--- src/rtl/serial_add_ctrl.sv ---
// Bit-serial adder: one full-adder cell stepped LSB-first across WIDTH cycles.
// Operands are captured on start; {cout,sum} = a + b + cin after WIDTH+1 cycles.
module serial_add_ctrl #(
    parameter int WIDTH = 8
) (
    input  logic             clk,
    input  logic             rst,
    input  logic             start,
    input  logic [WIDTH-1:0] a,
    input  logic [WIDTH-1:0] b,
    input  logic             cin,
    output logic             busy,
    output logic             done,
    output logic [WIDTH-1:0] sum,
    output logic             cout
);

    localparam int CW = (WIDTH > 1) ? $clog2(WIDTH) : 1;
    localparam logic [CW-1:0] CNT_LAST = CW'(WIDTH - 1);

    typedef enum logic [1:0] {
        S_IDLE,
        S_RUN,
        S_DONE
    } state_t;

    state_t           r_state;
    logic             r_busy;
    logic             r_done;
    logic [WIDTH-1:0] r_sum;
    logic             r_cout;
    logic [WIDTH-1:0] r_a_sr;
    logic [WIDTH-1:0] r_b_sr;
    logic [WIDTH-1:0] r_sum_sr;
    logic             r_carry;
    logic [CW-1:0]    r_cnt;

    logic             w_s;
    logic             w_cout;
    logic [WIDTH-1:0] w_sum_next;

    full_adder u_fa (
        .A    (r_a_sr[0]),
        .B    (r_b_sr[0]),
        .Cin  (r_carry),
        .Cout (w_cout),
        .S    (w_s)
    );

    // New sum bits enter at the MSB so bit 0 ends up holding the first result bit.
    assign w_sum_next = {w_s, r_sum_sr[WIDTH-1:1]};

    // NOTE: all state is updated with non-blocking assignments so every register
    // samples the pre-edge values, regardless of statement order.
    always_ff @(posedge clk) begin
        if (rst) begin
            r_state  <= S_IDLE;
            r_busy   <= 1'b0;
            r_done   <= 1'b0;
            r_sum    <= '0;
            r_cout   <= 1'b0;
            r_a_sr   <= '0;
            r_b_sr   <= '0;
            r_sum_sr <= '0;
            r_carry  <= 1'b0;
            r_cnt    <= '0;
        end else begin
            case (r_state)
                S_IDLE: begin
                    if (start) begin
                        r_a_sr   <= a;
                        r_b_sr   <= b;
                        r_carry  <= cin;
                        r_sum_sr <= '0;
                        r_cnt    <= '0;
                        r_busy   <= 1'b1;
                        r_state  <= S_RUN;
                    end
                end
                S_RUN: begin
                    r_a_sr   <= r_a_sr >> 1;
                    r_b_sr   <= r_b_sr >> 1;
                    r_sum_sr <= w_sum_next;
                    r_carry  <= w_cout;
                    if (r_cnt == CNT_LAST) begin
                        // Counter parks on the last index; it is cleared on the next acceptance.
                        r_sum   <= w_sum_next;
                        r_cout  <= w_cout;
                        r_done  <= 1'b1;
                        r_state <= S_DONE;
                    end else begin
                        r_cnt <= r_cnt + CW'(1);
                    end
                end
                S_DONE: begin
                    r_done  <= 1'b0;
                    r_busy  <= 1'b0;
                    r_state <= S_IDLE;
                end
                default: begin
                    r_done  <= 1'b0;
                    r_busy  <= 1'b0;
                    r_state <= S_IDLE;
                end
            endcase
        end
    end

    assign busy = r_busy;
    assign done = r_done;
    assign sum  = r_sum;
    assign cout = r_cout;

endmodule

// Lab 1-bit full-adder cell; the only combinational logic on the per-cycle path.
module full_adder (
    input  logic A,
    input  logic B,
    input  logic Cin,
    output logic Cout,
    output logic S
);

    assign S    = A ^ B ^ Cin;
    assign Cout = (A & B) | (Cin & (A ^ B));

endmodule

--- config.mk ---
export PLATFORM = sky130hd
export DESIGN_NAME = serial_add_ctrl
export DESIGN_NICKNAME = d
export VERILOG_FILES = /design/src/rtl/serial_add_ctrl.sv
export SDC_FILE = /design/constraint.sdc
export NUM_CORES = 1
export LEC_CHECK = 0
export CAP_MARGIN = 20
export CELL_PAD_IN_SITES_DETAIL_PLACEMENT = 0
export CELL_PAD_IN_SITES_GLOBAL_PLACEMENT = 1
export CORE_UTILIZATION = 25
export CTS_BUF_LIST = sky130_fd_sc_hd__clkbuf_16
export DETAILED_ROUTE_END_ITERATION = 16
export GPL_ROUTABILITY_DRIVEN = 0
export PLACE_DENSITY = 0.61
export SETUP_SLACK_MARGIN = 0.4
export SLEW_MARGIN = 20
export SYNTH_ARGS = -nofsm -noshare
export SYNTH_HDL_FRONTEND = slang
export SYNTH_HIERARCHICAL = 1
export SYNTH_SLANG_ARGS = --single-unit
--- constraint.sdc ---
create_clock -name clk -period 1.8 [get_ports clk]
set_input_delay 0.54 -clock clk [delete_from_list [all_inputs] [get_ports clk]]
set_output_delay 0.54 -clock clk [all_outputs]
set_load 0.05 [all_outputs]
Word-level counts from Yosys, hierarchy flattened --
Cells that the tools add are included.
Word-level totals: input bits 20, output and inout bits 11, bits in registers 41, logic and storage cells 49
Cells by class: equality and inequality tests 5, $add $sub $neg 1, reduce and logical (&&, ||, !) cells 8, bitwise operators 7, muxes and demuxes 18
Operators by type and width (number):
- 8-bit one-hot mux with 2 select lines | 3
- 8-bit two-way mux | 3
- 2-bit AND reduction | 5
- 3-bit two-way mux | 2
- 2-bit inequality test (second input constant) | 3
- 1-bit one-hot mux with 2 select lines | 3
- 3-bit one-hot mux with 2 select lines | 1
- 2-bit two-way mux | 2
- 2-bit one-hot mux with 2 select lines | 1
- 3-bit by 1-bit adder with 3-bit output (second input constant) | 1
- 3-bit == test (second input constant) | 1
- 1-bit two-way mux | 3
- 3-bit AND reduction | 1
- 1-bit bitwise AND | 2
- 2-bit by 1-bit == test with 1-bit output (second input constant) | 1
- 2-bit zero test | 1
- 1-bit NOT | 2
- 2-bit nonzero test | 1
- 1-bit bitwise XOR | 2
- 1-bit OR | 1

Logic depth before layout (Yosys ltp) --
Gate-level depths: netlist (run 1).
depth after elaboration 4, depth in mapped cells 6, gate-level depth less buffers 5

Hierarchy --
The synthesis (run 1) kept the hierarchy.
Modules (own cells, without submodules):
- serial_add_ctrl | times used 1, cells an instance 172, sequential area each 800.8 µm², area each 1700.4 µm²
- full_adder | times used 1, cells an instance 1, sequential area each 0.0 µm², area each 20.0 µm²

Worst setup path after synthesis (run 1) --
Ideal clock, no wire load.
path type register to register, start point register r_cnt[0], end point register r_cnt[1], arrival time 1.128 ns, data required time 1.674 ns, buffers on the path 0, stages on the path, launching flop included 6, setup slack 0.546 ns, period minus slack after synthesis 1.254 ns, setup time 0.126 ns, path through dfxtp_1 -> ha_1 -> ha_1 -> nand2b_1 -> a21oi_1 -> o21ai_0
On the way: word-level cells in the longest chain between the ends 3, elaborated cells between the ends (all ways) 6, those cells by class add/sub: 1; eq/ne: 2; mux: 2; reduce/logical: 1
Ends and longest elaborated chain:
- start: declaration | RTL line 36 | logic [CW-1:0] r_cnt;
- start signal: assignment | RTL line 92 | r_cnt <= r_cnt + CW'(1);
- 3-bit by 1-bit adder with 3-bit output / 3-bit == test (equally long branches) | RTL line 92, 85
- 3-bit two-way mux / 2-bit inequality test (equally long branches)
- 3-bit one-hot mux with 2 select lines / 3-bit AND reduction (equally long branches)
Parallel ways exist; a longest one is shown, timed or not. The select of a mux whose other input is x is not followed. A chain may end at the register's enable or synchronous reset.

Worst setup path in the final report (run 1) --
start point register r_done (netlist: done), end point output done
RTL lines:
- start: declaration | RTL line 29 | logic r_done;
- start signal: assignment | RTL line 59 | r_done <= 1'b0;
- start signal: assignment | RTL line 89 | r_done <= 1'b1;
- start signal: assignment | RTL line 96 | r_done <= 1'b0;
- end: declaration | RTL line 13 | output logic done,
No word-level cell between the ends.

==> results of run 1 <==
routing by layer:
layer,wire (um),part of all wire [%]
met1,1610,46
met4,82,2.4
met2,1610,46
met3,170,4.9
met5,0,0
power by group through the flow:
| stage | sequential, mW | clock [mW] | combinational (mW) |
|---|---|---|---|
| after floorplan | 0.973 | 0 | 0.185 |
| after global placement | 0.980 | 0 | 0.280 |
| after detailed placement | 0.980 | 0 | 0.282 |
| after CTS | 0.961 | 1.02 | 0.283 |
| after global routing | 0.968 | 1.06 | 0.309 |
| final | 0.962 | 0.983 | 0.280 |
final cells by class:
type / instances / area share (%)
clock buffers: 5 / 5.28
clock inverters: 3 / 1.58
inverters: 4 / 0.633
multi-input cells: 115 / 34.5
flip-flops and latches: 40 / 33.9
well taps: 77 / 4.06
repair buffers: 42 / 20.1
state kept, by name, summed over array words and instances, names as in the netlist:
register	flops
busy	1
cout	1
done	1
r_a_sr	8
r_b_sr	8
r_carry	1
r_cnt	3
r_state	2
r_sum_sr	7
sum	8
cell usage in the layout, fill, tap and decap left out, types with 2 or more instances in the layout:
master	count
a211oi_1	7
a211oi_2	10
a21oi_1	10
a22oi_1	9
buf_12	9
buf_4	14
clkbuf_16	5
clkdlybuf4s50_1	17
clkinv_1	2
dfxtp_1	38
dfxtp_2	2
inv_1	4
mux2i_1	14
nand2_1	12
nand2b_1	3
nand3_1	9
nor2_1	25
o21ai_0	2
synth_stat cells, types with 4 or more instances:
library cell / number / area [um2]
nand2b_1: 4 / 25.0
buf_2: 4 / 20.0
a211oi_1: 7 / 52.6
a21oi_1: 11 / 55.1
dfxtp_1: 40 / 801
a22oi_1: 9 / 67.6
nand3_1: 9 / 45.0
nand2_1: 12 / 45.0
mux2i_1: 14 / 140
nor2_1: 25 / 93.8
a211oi_2: 10 / 125
buf_6: 6 / 67.6
inv_1: 4 / 15.0
through the flow:
stage | hold WS (ps) | power, mW | area, um2
final | 453 | 2.22 | 2370
after global routing | 496 | 2.33 | 2370
after CTS | 457 | 2.26 | 2350
after detailed placement | 448 | 1.26 | 2170
after global placement | 444 | 1.26 | 2170
after floorplan | 443 | 1.16 | 1720
worst max-delay path by stage:
stage                                     start                      to  slack, ps  cells past startpoint
final                         done$_SDFFE_PP0P_                    done        440                      1
after global routing        sum[4]$_SDFFE_PP0P_                  sum[4]        410                      1
after CTS                                   rst  r_b_sr[3]$_SDFFE_PP0P_        390                      4
after detailed placement                  start  r_b_sr[3]$_SDFFE_PP0P_         10                      5
after global placement                    start   r_cnt[2]$_SDFFE_PP0P_          5                      4
after floorplan           r_cnt[0]$_SDFFE_PP0P_   r_cnt[1]$_SDFFE_PP0P_        550                      5
what timing repair did:
action                                 4_1_cts  5_1_grt
endpoints found under the hold margin        0        0
cloned                                       0        0
setup endpoints to repair                   29       22
setup buffers                                2        0
resized for setup                            2        6
logic make-up (layout without fill, tap and decap cells):
logic type,count (synthesis),count (layout),share of synthesized area (%)
AND/OR/NAND/NOR,55,55,14.5
AO/OA/AOI/OAI,43,43,20.9
flip-flops,40,40,46.5
buffers and inverters,18,54,7.27
multiplexers,14,14,8.15
adder cells (fa/ha/maj),3,3,2.62
==> metrics.md, run 1 <==
| Metric | Value |
|---|---|
| CP Cell Sequence | `buf_4` |
| Total GRT Usage | `between 10 and 15%` |
| Die Area | `about 0.0072 mm2` |
| Sequential area share after synthesis | `a little under half` |
| Part of the power in the clock network | `44.2%` |
| Sw power | `around 0.50 mW` |
| Outcome | `complete, but fails checks` |
| First-pass iteration count of the detailed router | `10` |
| CTS tree | `built` |
| Routed wire length | `about 3500 um` |
| Clock Path Buffers | `2` |
| Core box area | `0.00649 mm2` |
| Vias in the first global route | `1234` |
| GRT overflow | `0` |
| Util after Layout | `a little over a third` |
| R2r startpoint | `r_state[1]$_SDFFE_PP0P_` |
| R2R Setup Slk | `about 500 ps` |
| Ys async rst share | `0%` |
| Hold depth | `2` |
| Met1 Use GR | `about an eighth` |
| CP bufs+invs | `1` |
| Placed instance count | `276` |
| Lkg Pwr | `0.890 nW` |
| Worst slack at placement | `12.3 ps` |
| Seq pwr share | `approximately 43%` |
| Register area | `803 um2` |
| Worst Path Max Fanout | `2` |
| Switching portion of total power | `around 22%` |
| Met3 Usage GRT | `3.31%` |
| Failing checks | `design-rule violations` |
| Unique masters post-synth | `27` |
| Max-cap check violation count | `0` |
| Finished Layout Cells | `between 200 and 300` |
| Global-route wire length before repair | `about 5900 um` |
| Initial DRC Count | `65` |
| Yosys warns | `6` |
| Reg2Reg Depth | `3` |
| Hold worst-path end | `sum[2]$_SDFFE_PP0P_` |
| Area grow syn2layout | `37.8%` |
| CP max-delay cell | `dfxtp_1` |
| Avg Cell Area, Syn | `around 10 um2` |
| Clock sink count | `40` |
| Ys flop type | `dfxtp_1` |
| FF+latch count, synth | `40` |
| Vias/cell | `4.67` |
| TNS Setup | `0 ps` |
| RSZ-0062 raised after global routing | `no` |
| FF-to-FF End | `r_b_sr[3]$_SDFFE_PP0P_` |
| Max-slew violations | `0` |
| Clk pin slew, worst setup/hold paths | `~60 ps` |
| Crit path max-delay family | `flip-flops` |
| Final layout net count | `approximately 230` |
| Die X | `between 80 and 90 um` |
| Slew HR | `a little over two thirds` |
| Crit path capture type | `primary output` |
| Fill count | `between 600 and 700` |
| Post-Synthesis Cells | `around 170` |
| # rows | `29` |
| Worst vdd ir | `0.436 mV` |
| CP Launch Type | `flop` |
| # setup viols final | `0` |
| Syn_nets | `about 200` |
| CP peak stage delay | `between 300 and 400 ps` |
| Maximum clock rate | `between 700 and 800 MHz` |
| Setup Crit Path Kind | `flop to primary output` |
| Hold Path Origin | `sum[2]$_SDFFE_PP0P_` |
| Clock H-tree levels | `2` |
| Post-route DRC violation count | `2` |
| Largest net degree at the start of global routing | `26` |
| Hold_buf cts | `0` |
| Initial Util | `between 20% and 30%` |
| Crit path required time | `1260 ps` |
| Number of synthesized flops with an enable pin | `0` |
| Fin crit share | `between 70% and 80%` |
| Final hold violations | `0` |
| WL/cell | `between 10 and 15 um` |
| Period minus WS final | `approximately 1400 ps` |
| CTS Root Cell | `clkbuf_16` |
| Worst Slack Setup Final | `442 ps` |
| Power Density | `roughly 940 mW/mm2` |
| Final Skew | `approximately 4.5 ps` |
| Vias | `approximately 1300` |
| Detail Placement HPWL | `approximately 2400 um` |
| Post-Syn Area | `0.00172 mm2` |
| CTS Buf Count | `5` |
| Internal | `about 1.7 mW` |
| Worst skew pair latency | `between 200 and 300 ps` |
| Multi-input logic area | `about 820 um2` |
| M2 GR Usage | `between 10% and 20%` |
| Arrival @ worst endpoint | `820 ps` |
| Count of input and output buffers | `30` |
| Ports | `31` |
| Initial antenna violation count | `0` |
| Die height | `between 80 and 90 um` |
| Ant. Diodes | `0` |
| Hold WC Path Type | `flop to flop` |
| Gr busiest metal | `met2` |
| Fraction of layout cells with a size suffix above 1 | `22.5%` |
| Remaining antenna violation count after routing | `0` |
| Combinational share of power | `between 10 and 15%` |
| Slew @ Worst Pin | `roughly 460 ps` |
No activity file was read; power rests on OpenSTA's default activity.
==> run 2: changes to the inputs <==
==> constraint.sdc (replaced) <==
create_clock -name clk -period 1.39 [get_ports clk]
set_input_delay 0.417 -clock clk [delete_from_list [all_inputs] [get_ports clk]]
set_output_delay 0.417 -clock clk [all_outputs]
set_load 0.05 [all_outputs]
==> run 2 against run 1 <==
Against the previous run:
- the flow now finishes without violations
- design area grew 20%
- hold slack gained 30 ps
- sequential share of layout area shrank 4.7 points
- worst setup slack lost 250 ps
- first-iteration DRC count shrank 29%
- critical path type is now flop to flop
- largest cell class unchanged
==> metrics.md, run 2 (synthesis gave the netlist of run 1 again) <==
| Metric | Value |
|---|---|
| Outcome | `finished, final reports clean` |
| Clk pin slew, worst setup/hold paths | `~60 ps` |
| Worst skew pair latency | `approximately 280 ps` |
| Post-route DRC violation count | `0` |
| Global-route wire length before repair | `slightly below 7000 um` |
| Hold Path Origin | `sum[4]$_SDFFE_PP0P_` |
| R2r startpoint | `r_cnt[0]$_SDFFE_PP0P_` |
| Setup Crit Path Kind | `flop to flop` |
| Slew @ Worst Pin | `about 280 ps` |
| Clock Path Buffers | `2` |
| CTS Root Cell | `clkbuf_16` |
| Count of input and output buffers | `30` |
| Clock sink count | `40` |
| Die X | `85.0 um` |
| Max-cap check violation count | `0` |
| CP Cell Sequence | `ha_4, ha_4, nor4b_4, nand2_1, o21ai_1` |
| Crit path required time | `~1600 ps` |
| Met1 Use GR | `about 15%` |
| Largest net degree at the start of global routing | `22` |
| Most common cell on crit path | `ha_4` |
| M2 GR Usage | `between 10% and 20%` |
| Vias in the first global route | `between 1000 and 1500` |
| Initial antenna violation count | `0` |
| Core box area | `between 0.006 and 0.007 mm2` |
| Die height | `roughly 85 um` |
| CTS tree | `built` |
| Hold WC Path Type | `flop to flop` |
| Vias/cell | `between 4 and 5` |
| Initial Util | `26.5%` |
| Cell area after layout | `0.00285 mm2` |
| Maximum clock rate | `approximately 840 MHz` |
| Final layout net count | `around 240` |
| TNS Setup | `0 ps` |
| WL/cell | `around 13 um` |
| Gr busiest metal | `met2` |
| Lkg Pwr | `1.02 nW` |
| Final Skew | `~5.6 ps` |
| CP peak stage delay | `around 330 ps` |
| R2R Setup Slk | `between 150 and 200 ps` |
| CP max-delay cell | `dfxtp_2` |
| Clock H-tree levels | `2` |
| Period minus WS final | `approximately 1200 ps` |
| Met3 Usage GRT | `under 10%` |
| Routed wire length | `just under 4000 um` |
| Commonest non-fill, non-tap cell in the layout | `dfxtp_1` |
| Worst vdd ir | `approximately 0.43 mV` |
| Most frequent cells in the layout | `dfxtp_1 (22), clkdlybuf4s50_1 (17), nor2_1 (15), dfxtp_2 (15), buf_12 (15)` |
| Remaining antenna violation count after routing | `0` |
| Final hold violations | `0` |
| GRT overflow | `0` |
| CP Launch Type | `flop` |
| Vias | `1421` |
| # rows | `29` |
| Slew HR | `approximately four fifths` |
| Reg2Reg Depth | `5` |
| Initial DRC Count | `between 40 and 50` |
| Finished Layout Cells | `299` |
| Fraction of layout cells with a size suffix above 1 | `49.1%` |
| Crit path capture type | `flop` |
| Ports | `31` |
| First-pass iteration count of the detailed router | `6` |
| Worst Path Max Fanout | `5` |
| Post-DP Area | `around 0.0023 mm2` |
| Hold worst-path end | `sum[4]$_SDFFE_PP0P_` |
| FF-to-FF End | `r_cnt[1]$_SDFFE_PP0P_` |
| Area grow syn2layout | `65.5%` |
| CTS Buf Count | `5` |
| Max-slew violations | `0` |
| RSZ-0062 raised after global routing | `yes` |
| Placed instance count | `about 280` |
| Fin crit share | `a little under nine tenths` |
| Hold depth | `2` |
| Arrival @ worst endpoint | `around 1400 ps` |
| Detail Placement HPWL | `between 2000 and 2500 um` |
| Hold Worst Slack | `483 ps` |
| Total GRT Usage | `12.1%` |
| Levels on crit path | `5` |
| # setup viols final | `0` |
| Power Density | `approximately 1100 mW/mm2` |
| Ant. Diodes | `0` |
| Crit path max-delay family | `simple AND/OR/NAND/NOR gates` |
| Die Area | `~0.0072 mm2` |
| CP bufs+invs | `0` |
==> run 2: changes by cell type in the layout (fill, tap and decap cells not counted), sizes merged <==
cell and change:
buf +13, clkinv -1, dlymetal6s2s -1, inv +1
o21bai +1
==> run 2: power by group <==
group	internal [mW]	switching (mW)	total (mW)
Combinational	0.291	0.225	0.516
Sequential	1.20	0.0532	1.26
Clock	0.836	0.435	1.27
==> run 2: worst max-delay path by stage <==
stage          slack [ps]                      to                  start
4_1_cts               180   r_cnt[0]$_SDFFE_PP0P_  r_cnt[0]$_SDFFE_PP0P_
6_report              190   r_cnt[1]$_SDFFE_PP0P_  r_cnt[0]$_SDFFE_PP0P_
2_1_floorplan         260   r_cnt[1]$_SDFFE_PP0P_  r_cnt[1]$_SDFFE_PP0P_
3_5_place_dp         -250  r_b_sr[7]$_SDFFE_PP0P_                  start
5_1_grt               110   r_cnt[1]$_SDFFE_PP0P_  r_cnt[0]$_SDFFE_PP0P_
3_3_place_gp         -210   r_cnt[1]$_SDFFE_PP0P_                  start
==> run 2: cell type report <==
| type | instances | area, um2 |
|---|---|---|
| Clock buffer | 5 | 125 |
| Fill cell | 601 | 3650 |
| Clock inverter | 3 | 38.8 |
| Multi-Input combinational cell | 116 | 1020 |
| Timing Repair Buffer | 54 | 717 |
| Sequential cell | 40 | 831 |
| Inverter | 4 | 15.0 |
| Tap cell | 77 | 96.3 |
==> run 2: tightest hold or removal path: cells and delay by family, from the launching register on <==
kind	cells	cell delay [ps]
AOI/OAI and AO/OA	1	50
DFF	1	330
and+or+nand+nor	1	60
==> run 2: what timing repair did <==
action,CTS,global route
buffers inserted,6,3
pin swaps,25,10
endpoints found under the hold margin,0,0
hold buffers,0,0
endpoints found under the setup margin,51,51
resized for setup,42,15
cloned,4,0
==> run 2: stage by stage <==
| stage | setup slack [ps] | power (mW) | utilization (%) |
|---|---|---|---|
| global route | 108 | 3.19 | 43.8 |
| floorplan | 264 | 1.52 | - |
| detailed placement | -254 | 1.65 | 35.8 |
| CTS | 183 | 3.05 | 42.3 |
| global placement | -205 | 1.64 | 35.8 |
| finish | 194 | 3.04 | 43.8 |
==> run 2: routing by layer <==
layer,share of wire [%],wire length [um]
met5,0,0
met4,2.1,83
met3,3.2,125
met2,47,1860
met1,48,1890
